File: src/rtl/fft_output_reorder_if.sv
// fft_output_reorder_if
//   Bundles the four-lane group input, the serial bin output and the sticky
//   overflow flag of the FFT output reorder block.
//   Handshake: an input group is taken on every rising clock edge where
//   in_valid=1 (there is no input backpressure; a group that cannot be stored
//   is dropped and flagged). An output beat transfers on every rising edge
//   where out_valid=1 and out_ready=1; while out_valid=1 and out_ready=0 the
//   output payload holds stable.
//   Modports:
//     slave  - the reorder block (consumes groups, produces bins)
//     master - the environment (produces groups, consumes bins)
interface fft_output_reorder_if #(
  parameter int DATA_W = 32
);
  logic              in_valid;
  logic              in_sof;
  logic [DATA_W-1:0] in_real_0;
  logic [DATA_W-1:0] in_real_1;
  logic [DATA_W-1:0] in_real_2;
  logic [DATA_W-1:0] in_real_3;
  logic [DATA_W-1:0] in_im_0;
  logic [DATA_W-1:0] in_im_1;
  logic [DATA_W-1:0] in_im_2;
  logic [DATA_W-1:0] in_im_3;
  logic              out_ready;
  logic              out_valid;
  logic [DATA_W-1:0] out_real;
  logic [DATA_W-1:0] out_im;
  logic [3:0]        out_index;
  logic              out_last;
  logic              overflow;

  modport slave (
    input  in_valid, in_sof,
    input  in_real_0, in_real_1, in_real_2, in_real_3,
    input  in_im_0, in_im_1, in_im_2, in_im_3,
    input  out_ready,
    output out_valid, out_real, out_im, out_index, out_last, overflow
  );

  modport master (
    output in_valid, in_sof,
    output in_real_0, in_real_1, in_real_2, in_real_3,
    output in_im_0, in_im_1, in_im_2, in_im_3,
    output out_ready,
    input  out_valid, out_real, out_im, out_index, out_last, overflow
  );
endinterface

File: src/rtl/fft_output_reorder.sv
// fft_output_reorder
//   Collects the four digit-reversed lanes of a radix-4 16-point FFT into a
//   ping-pong store (banks A/B, 16 complex words each) and streams each frame
//   out serially in natural bin order 0..15.
//   Lane k of group g carries bin g+4k, so it is written at address {k,g}.
//   Ports:
//     clk         - rising-edge clock
//     reset       - asynchronous active-low reset
//     bus         - group input / bin output / overflow (slave modport)
//     dbg_state_o - read state machine state (0 = IDLE, 1 = STREAM)
module fft_output_reorder #(
  parameter int DATA_W = 32
) (
  input  logic                clk,
  input  logic                reset,
  fft_output_reorder_if.slave bus,
  output logic                dbg_state_o
);

  typedef enum logic {
    ST_IDLE   = 1'b0,
    ST_STREAM = 1'b1
  } rd_state_e;

  // Bank storage, index [bank][bin]
  logic [DATA_W-1:0] mem_re [2][16];
  logic [DATA_W-1:0] mem_im [2][16];

  // Write side
  logic [1:0] full_q, full_d;
  logic       wr_ptr_q, wr_ptr_d;
  logic [1:0] g_q, g_d;
  logic       overflow_q, overflow_d;

  // Read side
  rd_state_e         state_q;
  logic              rd_ptr_q;
  logic [3:0]        rd_idx_q;
  logic              out_valid_q;
  logic              out_last_q;
  logic [DATA_W-1:0] out_real_q;
  logic [DATA_W-1:0] out_im_q;

  logic       rd_free;
  logic       wr_bank_full;
  logic       wr_en;
  logic       wr_done;
  logic [1:0] wr_grp;
  logic [3:0] rd_next_idx;
  logic       rd_other;

  // Bin 15 is being accepted on this edge: the read bank becomes free.
  assign rd_free = (state_q == ST_STREAM) && bus.out_ready && (rd_idx_q == 4'd15);

  // A bank freed on this edge already counts as free for a write on the same edge.
  assign wr_bank_full = full_q[wr_ptr_q] && !(rd_free && (rd_ptr_q == wr_ptr_q));

  // in_sof restarts the frame at group 0, discarding any partial frame.
  assign wr_grp      = bus.in_sof ? 2'd0 : g_q;
  assign wr_en       = bus.in_valid && !wr_bank_full;
  assign wr_done     = wr_en && (wr_grp == 2'd3);
  assign rd_next_idx = rd_idx_q + 4'd1;
  assign rd_other    = ~rd_ptr_q;

  always_comb begin
    full_d     = full_q;
    wr_ptr_d   = wr_ptr_q;
    g_d        = g_q;
    overflow_d = overflow_q;
    if (rd_free) begin
      full_d[rd_ptr_q] = 1'b0;
    end
    if (bus.in_valid) begin
      if (wr_bank_full) begin
        overflow_d = 1'b1;
        g_d        = wr_grp;
      end else if (wr_done) begin
        full_d[wr_ptr_q] = 1'b1;
        wr_ptr_d         = ~wr_ptr_q;
        g_d              = 2'd0;
      end else begin
        g_d = wr_grp + 2'd1;
      end
    end
  end

  always_ff @(posedge clk or negedge reset) begin
    if (!reset) begin
      full_q     <= 2'b00;
      wr_ptr_q   <= 1'b0;
      g_q        <= 2'd0;
      overflow_q <= 1'b0;
    end else begin
      full_q     <= full_d;
      wr_ptr_q   <= wr_ptr_d;
      g_q        <= g_d;
      overflow_q <= overflow_d;
    end
  end

  // Bank contents carry no reset; only the full flags say what is valid.
  always_ff @(posedge clk) begin
    if (wr_en) begin
      mem_re[wr_ptr_q][{2'd0, wr_grp}] <= bus.in_real_0;
      mem_re[wr_ptr_q][{2'd1, wr_grp}] <= bus.in_real_1;
      mem_re[wr_ptr_q][{2'd2, wr_grp}] <= bus.in_real_2;
      mem_re[wr_ptr_q][{2'd3, wr_grp}] <= bus.in_real_3;
      mem_im[wr_ptr_q][{2'd0, wr_grp}] <= bus.in_im_0;
      mem_im[wr_ptr_q][{2'd1, wr_grp}] <= bus.in_im_1;
      mem_im[wr_ptr_q][{2'd2, wr_grp}] <= bus.in_im_2;
      mem_im[wr_ptr_q][{2'd3, wr_grp}] <= bus.in_im_3;
    end
  end

  // Read state machine with registered outputs. The payload registers only
  // load on entry to STREAM or on a handshake, so they hold during stalls.
  always_ff @(posedge clk or negedge reset) begin
    if (!reset) begin
      state_q     <= ST_IDLE;
      rd_ptr_q    <= 1'b0;
      rd_idx_q    <= 4'd0;
      out_valid_q <= 1'b0;
      out_last_q  <= 1'b0;
      out_real_q  <= '0;
      out_im_q    <= '0;
    end else begin
      case (state_q)
        ST_IDLE: begin
          if (full_q[rd_ptr_q]) begin
            state_q     <= ST_STREAM;
            rd_idx_q    <= 4'd0;
            out_valid_q <= 1'b1;
            out_last_q  <= 1'b0;
            out_real_q  <= mem_re[rd_ptr_q][0];
            out_im_q    <= mem_im[rd_ptr_q][0];
          end
        end
        ST_STREAM: begin
          if (bus.out_ready) begin
            if (rd_idx_q == 4'd15) begin
              rd_ptr_q   <= rd_other;
              rd_idx_q   <= 4'd0;
              out_last_q <= 1'b0;
              // Chain straight into the other bank when it is already full.
              if (full_q[rd_other]) begin
                out_real_q <= mem_re[rd_other][0];
                out_im_q   <= mem_im[rd_other][0];
              end else begin
                state_q     <= ST_IDLE;
                out_valid_q <= 1'b0;
              end
            end else begin
              rd_idx_q   <= rd_next_idx;
              out_last_q <= (rd_next_idx == 4'd15);
              out_real_q <= mem_re[rd_ptr_q][rd_next_idx];
              out_im_q   <= mem_im[rd_ptr_q][rd_next_idx];
            end
          end
        end
        default: begin
          state_q     <= ST_IDLE;
          out_valid_q <= 1'b0;
        end
      endcase
    end
  end

  assign bus.out_valid = out_valid_q;
  assign bus.out_real  = out_real_q;
  assign bus.out_im    = out_im_q;
  assign bus.out_index = rd_idx_q;
  assign bus.out_last  = out_last_q;
  assign bus.overflow  = overflow_q;
  assign dbg_state_o   = state_q;

endmodule
File: src/flat_wrapper.sv
// flat-port wrapper written by rule: the top's interface ports become plain ports
module fft_output_reorder_flat 
#(
  parameter int DATA_W = 32
)
  (clk, reset, dbg_state_o, bus_in_valid, bus_in_sof, bus_in_real_0, bus_in_real_1, bus_in_real_2, bus_in_real_3, bus_in_im_0, bus_in_im_1, bus_in_im_2, bus_in_im_3, bus_out_ready, bus_out_valid, bus_out_real, bus_out_im, bus_out_index, bus_out_last, bus_overflow);
  fft_output_reorder_if #(.DATA_W(DATA_W)) bus_i ();
  input  logic clk;
  input  logic reset;
  output logic dbg_state_o;
  input wire logic [$bits(bus_i.in_valid)-1:0] bus_in_valid;
  input wire logic [$bits(bus_i.in_sof)-1:0] bus_in_sof;
  input wire logic [$bits(bus_i.in_real_0)-1:0] bus_in_real_0;
  input wire logic [$bits(bus_i.in_real_1)-1:0] bus_in_real_1;
  input wire logic [$bits(bus_i.in_real_2)-1:0] bus_in_real_2;
  input wire logic [$bits(bus_i.in_real_3)-1:0] bus_in_real_3;
  input wire logic [$bits(bus_i.in_im_0)-1:0] bus_in_im_0;
  input wire logic [$bits(bus_i.in_im_1)-1:0] bus_in_im_1;
  input wire logic [$bits(bus_i.in_im_2)-1:0] bus_in_im_2;
  input wire logic [$bits(bus_i.in_im_3)-1:0] bus_in_im_3;
  input wire logic [$bits(bus_i.out_ready)-1:0] bus_out_ready;
  output wire logic [$bits(bus_i.out_valid)-1:0] bus_out_valid;
  output wire logic [$bits(bus_i.out_real)-1:0] bus_out_real;
  output wire logic [$bits(bus_i.out_im)-1:0] bus_out_im;
  output wire logic [$bits(bus_i.out_index)-1:0] bus_out_index;
  output wire logic [$bits(bus_i.out_last)-1:0] bus_out_last;
  output wire logic [$bits(bus_i.overflow)-1:0] bus_overflow;
  assign bus_i.in_valid = bus_in_valid;
  assign bus_i.in_sof = bus_in_sof;
  assign bus_i.in_real_0 = bus_in_real_0;
  assign bus_i.in_real_1 = bus_in_real_1;
  assign bus_i.in_real_2 = bus_in_real_2;
  assign bus_i.in_real_3 = bus_in_real_3;
  assign bus_i.in_im_0 = bus_in_im_0;
  assign bus_i.in_im_1 = bus_in_im_1;
  assign bus_i.in_im_2 = bus_in_im_2;
  assign bus_i.in_im_3 = bus_in_im_3;
  assign bus_i.out_ready = bus_out_ready;
  assign bus_out_valid = bus_i.out_valid;
  assign bus_out_real = bus_i.out_real;
  assign bus_out_im = bus_i.out_im;
  assign bus_out_index = bus_i.out_index;
  assign bus_out_last = bus_i.out_last;
  assign bus_overflow = bus_i.overflow;
  fft_output_reorder #(.DATA_W(DATA_W)) u_core (.clk(clk), .reset(reset), .bus(bus_i), .dbg_state_o(dbg_state_o));
endmodule
File: config.mk
export PLATFORM = sky130hd
export DESIGN_NAME = fft_output_reorder_flat
export DESIGN_NICKNAME = d
export VERILOG_FILES = /design/src/rtl/fft_output_reorder_if.sv /design/src/rtl/fft_output_reorder.sv /design/src/flat_wrapper.sv
export SDC_FILE = /design/constraint.sdc
export NUM_CORES = 2
export LEC_CHECK = 0
export ABC_CLOCK_PERIOD_IN_PS = 21100
export CORE_AREA = 3 3 515 517
export CTS_CLUSTER_DIAMETER = 100
export CTS_CLUSTER_SIZE = 14
export DETAILED_ROUTE_END_ITERATION = 7
export DIE_AREA = 0 0 518 520
export HOLD_SLACK_MARGIN = 0.05
export PLACE_DENSITY = 0.54
export SLEW_MARGIN = 15
export SYNTH_ARGS = -nofsm -noshare
export SYNTH_HDL_FRONTEND = slang
export SYNTH_SLANG_ARGS = --single-unit
File: constraint.sdc
create_clock -name clk -period 21.1 [get_ports clk]
set_input_delay 2.11 -clock clk [delete_from_list [all_inputs] [get_ports clk]]
set_output_delay 2.11 -clock clk [all_outputs]
set_load 0.02 [all_outputs]
* After elaboration in Yosys (flattened, before gate mapping)
Memory sizes are Yosys's and may differ from the RTL's.
Index checks and enable logic that the tools add are counted.
** Operators by class
- Add/sub/neg operators :: 2
- Bitwise logic cells :: 3084
- Equal/unequal tests :: 9
- Reductions and logical operators :: 20
- Order comparisons :: 14
- Multiplexer cells :: 3136
** Operator list (number)
- $mux W1 :: 3092
- $or A1 B1 Y1 :: 3072
- $mux W512 :: 4
- $demux W32 S4 :: 4
- $mux W32 :: 16
- $bmux W32 S4 :: 2
- $pmux W32 S2 :: 2
- $ge A5 B5 Y1 const B :: 5
- $lt A5 B1 Y1 const B :: 4
- $not A4 Y5 :: 3
- $mux W2 :: 7
- $logic_and A1 B1 Y1 :: 12
- $mux W4 :: 3
- $reduce_and A3 Y1 :: 3
- $eq A4 B4 Y1 const B :: 2
- $pmux W4 S2 :: 1
- $lt A1 B2 Y1 const B :: 3
- $ne A2 B2 Y1 const B :: 3
- $pmux W1 S2 :: 3
- $not A2 Y5 :: 1
- $not A3 Y5 :: 1
- $add A4 B1 Y4 const B :: 1
- $not A1 Y1 :: 4
- $reduce_and A2 Y1 :: 2
- other kinds (12) :: 15
** Word-level totals
- Bits in writable memories :: 2048
- Output and inout port bits :: 72
- Input port bits :: 261
- Memories kept :: 2
- Bits in registers :: 78
- Word-level logic and storage cells :: 6278
** Memory list
- u_core.mem_im :: depth 2, bits a word 512, rd ports 2, clocked after Yosys merged registers in 0, write ports 1, line fft_output_reorder.sv:27 : logic [DATA_W-1:0] mem_im [2][16];
- u_core.mem_re :: depth 2, bits a word 512, rd ports 2, clocked after Yosys merged registers in 0, write ports 1, line fft_output_reorder.sv:26 : logic [DATA_W-1:0] mem_re [2][16];

* Depth between registers and ports, before layout
- Word-level depth :: 12
- Mapped depth :: 15
- Depth with buffers taken out :: 8

* Worst setup path before layout
OpenSTA, ideal clock, no wires.
- Kind :: in2reg
- Start point :: in bus_out_ready
- End point :: mem u_core.mem_im[0][0] (netlist name), enable pin
- Slack :: 6.434 ns
- Data arrival time :: 13.788 ns
- Buffers on the path :: 2
- Cell stages on the path :: 7
- Data required time :: 20.221 ns
- Cells stage by stage :: nand2_1 > o311ai_1 > o21a_1 > buf_2 > nand3_1 > clkbuf_1 > nor2_1
** Between the ends
- Word-level cells in the longest chain between the ends :: 12
- Elaborated cells between the ends (all ways) :: 15
** RTL lines
- from (decl) :: line flat_wrapper.sv:21 : input wire logic [$bits(bus_i.out_ready)-1:0] bus_out_ready;
- $logic_and A1 B1 Y1 (*) (2 in a row) :: line fft_output_reorder.sv:53 : assign rd_free = (state_q == ST_STREAM) && bus.out_ready && (rd_idx_q == 4'd15);
- $logic_and A1 B1 Y1 (*) :: line fft_output_reorder.sv:56 : assign wr_bank_full = full_q[wr_ptr_q] && !(rd_free && (rd_ptr_q == wr_ptr_q));
- $logic_not A1 Y1 (*) :: line fft_output_reorder.sv:56
- $logic_and A1 B1 Y1 (*) :: line fft_output_reorder.sv:56
- $logic_not A1 Y1 (*) :: line fft_output_reorder.sv:60 : assign wr_en = bus.in_valid && !wr_bank_full;
- $logic_and A1 B1 Y1 (*) :: line fft_output_reorder.sv:60
- $mux W1 (*) :: line fft_output_reorder.sv:103 : if (wr_en) begin
- $mux W512 (on tied branches) :: line fft_output_reorder.sv:108, fft_output_reorder.sv:109
- $or A1 B1 Y1 (no line) (2 in a row)
- $or A1 B1 Y1 (no line) (*)
- to (decl) :: line fft_output_reorder.sv:27
Mark *: on every way between the ends. The rest lies on a longest branch, timed or not.

* Worst setup path in the final report
- Start point :: reg u_core.rd_idx_q[0] (netlist: u_core.bus.out_index[0])
- End point :: mem u_core.mem_re[0][260] (netlist name), enable pin
** Between the ends
- Word-level cells in the longest chain between the ends :: 12
- Elaborated cells between the ends (all ways) :: 15
** RTL lines
- from (decl) :: line fft_output_reorder.sv:38 : logic [3:0] rd_idx_q;
- from (signal assigned) :: line fft_output_reorder.sv:153 : rd_idx_q <= rd_next_idx;
- $eq A4 B4 Y1 (*) :: line fft_output_reorder.sv:53
- $logic_and A1 B1 Y1 (*) :: line fft_output_reorder.sv:53
- $logic_and A1 B1 Y1 (*) :: line fft_output_reorder.sv:56
- $logic_not A1 Y1 (*) :: line fft_output_reorder.sv:56
- $logic_and A1 B1 Y1 (*) :: line fft_output_reorder.sv:56
- $logic_not A1 Y1 (*) :: line fft_output_reorder.sv:60
- $logic_and A1 B1 Y1 (*) :: line fft_output_reorder.sv:60
- $mux W1 (*) :: line fft_output_reorder.sv:103
- $mux W512 (on tied branches) :: line fft_output_reorder.sv:104, fft_output_reorder.sv:105
- $or A1 B1 Y1 (no line) (2 in a row)
- $or A1 B1 Y1 (no line) (*)
- to (decl) :: line fft_output_reorder.sv:26
Marks and branches as above.

==> metrics.txt <==
post-DP HPWL 157,400 µm; setup slack after layout roughly 13,000 ps; Worst setup SP type flop; share of layout cells above drive strength 1 14.28%; most instantiated cells after synthesis 2,048 x edfxtp_1, 770 x a21o_1, 443 x mux4_2; dominant cell type by area after synthesis edfxtp_1; clock-pin slew on the worst setup and hold paths 70 ps; Synth area leaders edfxtp_1 67%, mux4_2 11%, a21o_1 6.3%; DRC viols 0; Slew HR 22.07%; CP Max Fanout 58; post-cts sizing count 0; setup violators final 0; gpl congestion around 0.76; min-delay worst type reg -> reg; Ys Warns 0; First-pass DRT Iterations 5; post-route ant nets 0; maxcap violations 0; mapped cell area 0.09130 mm²; CP required 21,540 ps; Post-synth EDFFs 2,048; die area around 0.27 mm²; total track usage roughly 20%; global-route wire length before repair between 300,000 and 400,000 µm; Cell Pwr Density 123.5 mW/mm²; largest net degree at the start of global routing 125; Compound-Gate Fraction of Synth Area 9.712%; Period minus WS final 7936 ps; Post-Synth XOR/XNOR Area 0.02878%; Placement Cell Area 0.09829 mm²; Avg Cell Area, Syn between 15 and 20 µm²; DR vias/cell 5.621; CTS tree built; hold buffer count at cts 0; Initial DRC Count approximately 5,000; Die H between 500 and 600 µm; Setup TNS Final 0 ps; syn_nets 5,415; Synth Area in Adders less than 1%; total wire length 278,600 µm; worst skew pair latency 840 ps; flop2flop setup slack around 13,000 ps; share of the synthesized area in the top cell type 67.36%; fin crit share 37.61%; mux cell area share after synthesis 15.20%; Num CTS Buffers between 150 and 200; fin util roughly 40%; nets@finish ~5,700; Clock Skew 32.86 ps; Hold Vio Cnt, Final 0; Initial Utilization 34.90%; Synth Flop Type edfxtp_1; RSZ-0062 raised after global routing no; Pleak 35.19 nW; Final Max Tran Viols 0; largest family of logic cells by synthesized area multiplexers; Mapped Cells between 5,000 and 6,000; ys async rst share 3.669%; VDD IR max around 0.11 mV; chip width 518 µm; post-placement worst setup slack roughly 12,000 ps; initial antenna violation count 53; crit path kind reg -> reg; fin area 0.1034 mm²; top-count cell post-synth edfxtp_1; Layout Cells excl Fill 9,053; area delta synth->final 13.20%; Core Box Area 0.2616 mm²; final hold slack between 400 and 500 ps; clk sink count around 2,100; total number of vias 50,890; clk root buf clkbuf_16; overall power between 10 and 15 mW; PortBufs approximately 330; Cell variety after synth 56; register bit total from synthesis 2,126; Synth Area in Simple Gates 3.318%; crit path DAT around 8400 ps; IO Count 333; FILL cells 23,960; wire length per cell 30.77 µm; outcome completed; dpl cells roughly 8,700; sequential area share after synthesis roughly 69%; # rows 188; CTS Buffer Depth 3; total grt overflow 0; H-tree depth 4; vias in the first global route 53,120; Achievable Freq 0.1260 GHz; Slew @ Worst Pin ~1200 ps; postcts setup bufs 0; crit end category flop
worst max-delay path, stage by stage, from the launching register on:
cell and delay, ps:
dfrtp_4 970, ha_1 580, nand3_2 760, o31ai_1 630, o21a_1 770, nand3_4 720, nor2_4 1160, buf_4 910
buf_4 900
power breakdown:
group	switching [mW]	internal [mW]
Clock	1.51	1.56
Sequential	0.206	5.27
Combinational	2.55	1.66
final cells by class:
type | count | area [µm²] | area share, %
Inverter | 9 | 38.79 | 0.03753
Sequential cell | 2126 | 63460 | 61.41
Multi-Input combinational cell | 2647 | 26100 | 25.25
Clock inverter | 14 | 210.2 | 0.2034
Antenna cell | 14 | 35.03 | 0.03390
Tap cell | 3515 | 4398 | 4.255
Timing Repair Buffer | 439 | 4294 | 4.155
Clock buffer | 289 | 4817 | 4.661
per-layer routing:
layer	vias up	GRT usage, %	wire (µm)
met5	-	0	105
met4	14	5.399	7258
met3	393	3.081	16540
met2	1848	34.84	139500
met1	27240	26.97	115200
li1	21400	-	-
path summary, 6_finish.rpt:
| check | start | endpoint | cells past startpoint |
|---|---|---|---|
| min in group asynchronous | reset | u_core.bus.out_real[6] | 1 |
| max in group asynchronous | reset | u_core.rd_ptr_q | 2 |
| setup / recovery | u_core.bus.out_index[0] | u_core.mem_re[0][260] | 8 |
| setup reg to reg | u_core.bus.out_index[0] | u_core.mem_re[0][260] | 8 |
| hold / removal | u_core.bus.out_real[18] | u_core.bus.out_real[18] | 1 |
| hold reg to reg | u_core.bus.out_real[18] | u_core.bus.out_real[18] | 1 |
layout by cell type (no fill, tap or decap), types with 6 or more instances in the layout:
master and instances:
o22ai_1 9, a211o_1 21, a211oi_1 21, buf_12 13, nor2b_1 17, mux4_2 443, nor2_1 69, and2_1 258
mux2i_1 386, a21o_1 769, a311oi_1 19, a2111oi_0 21, nand2b_1 15, o221ai_1 14, clkbuf_1 113, clkbuf_16 175
o211ai_1 20, nor3_1 47, dfrtp_1 75, o21ai_0 64, o311ai_1 18, a31oi_1 16, a22oi_1 67, diode_2 14
buf_4 93, inv_1 7, nand3_1 7, clkdlybuf4s50_1 331, edfxtp_1 2048, nand2_1 134, a21oi_1 132, o221a_2 7
and2_4 6
kinds of logic (layout without fill, tap and decap cells):
group                    count (synthesis)  in the layout
AND/OR/NAND/NOR                        578            578
XOR/XNOR                                 3              3
multiplexers                           832            832
AO/OA/AOI/OAI                         1228           1228
other                                    0             14
flip-flops                            2126           2126
adder cells (fa/ha/maj)                  6              6
buffers and inverters                  375            751
registers in the layout, summed over array words and instances (netlist names):
name,count
u_core.dbg_state_o,1
u_core.bus.out_last,1
u_core.mem_re,1024
u_core.bus.overflow,1
u_core.full_q,2
u_core.bus.out_im,32
u_core.rd_ptr_q,1
u_core.g_q,2
u_core.wr_ptr_q,1
u_core.bus.out_real,32
u_core.bus.out_index,4
u_core.bus.out_valid,1
u_core.mem_im,1024
Note: power is estimated with default switching activity, not from simulation.
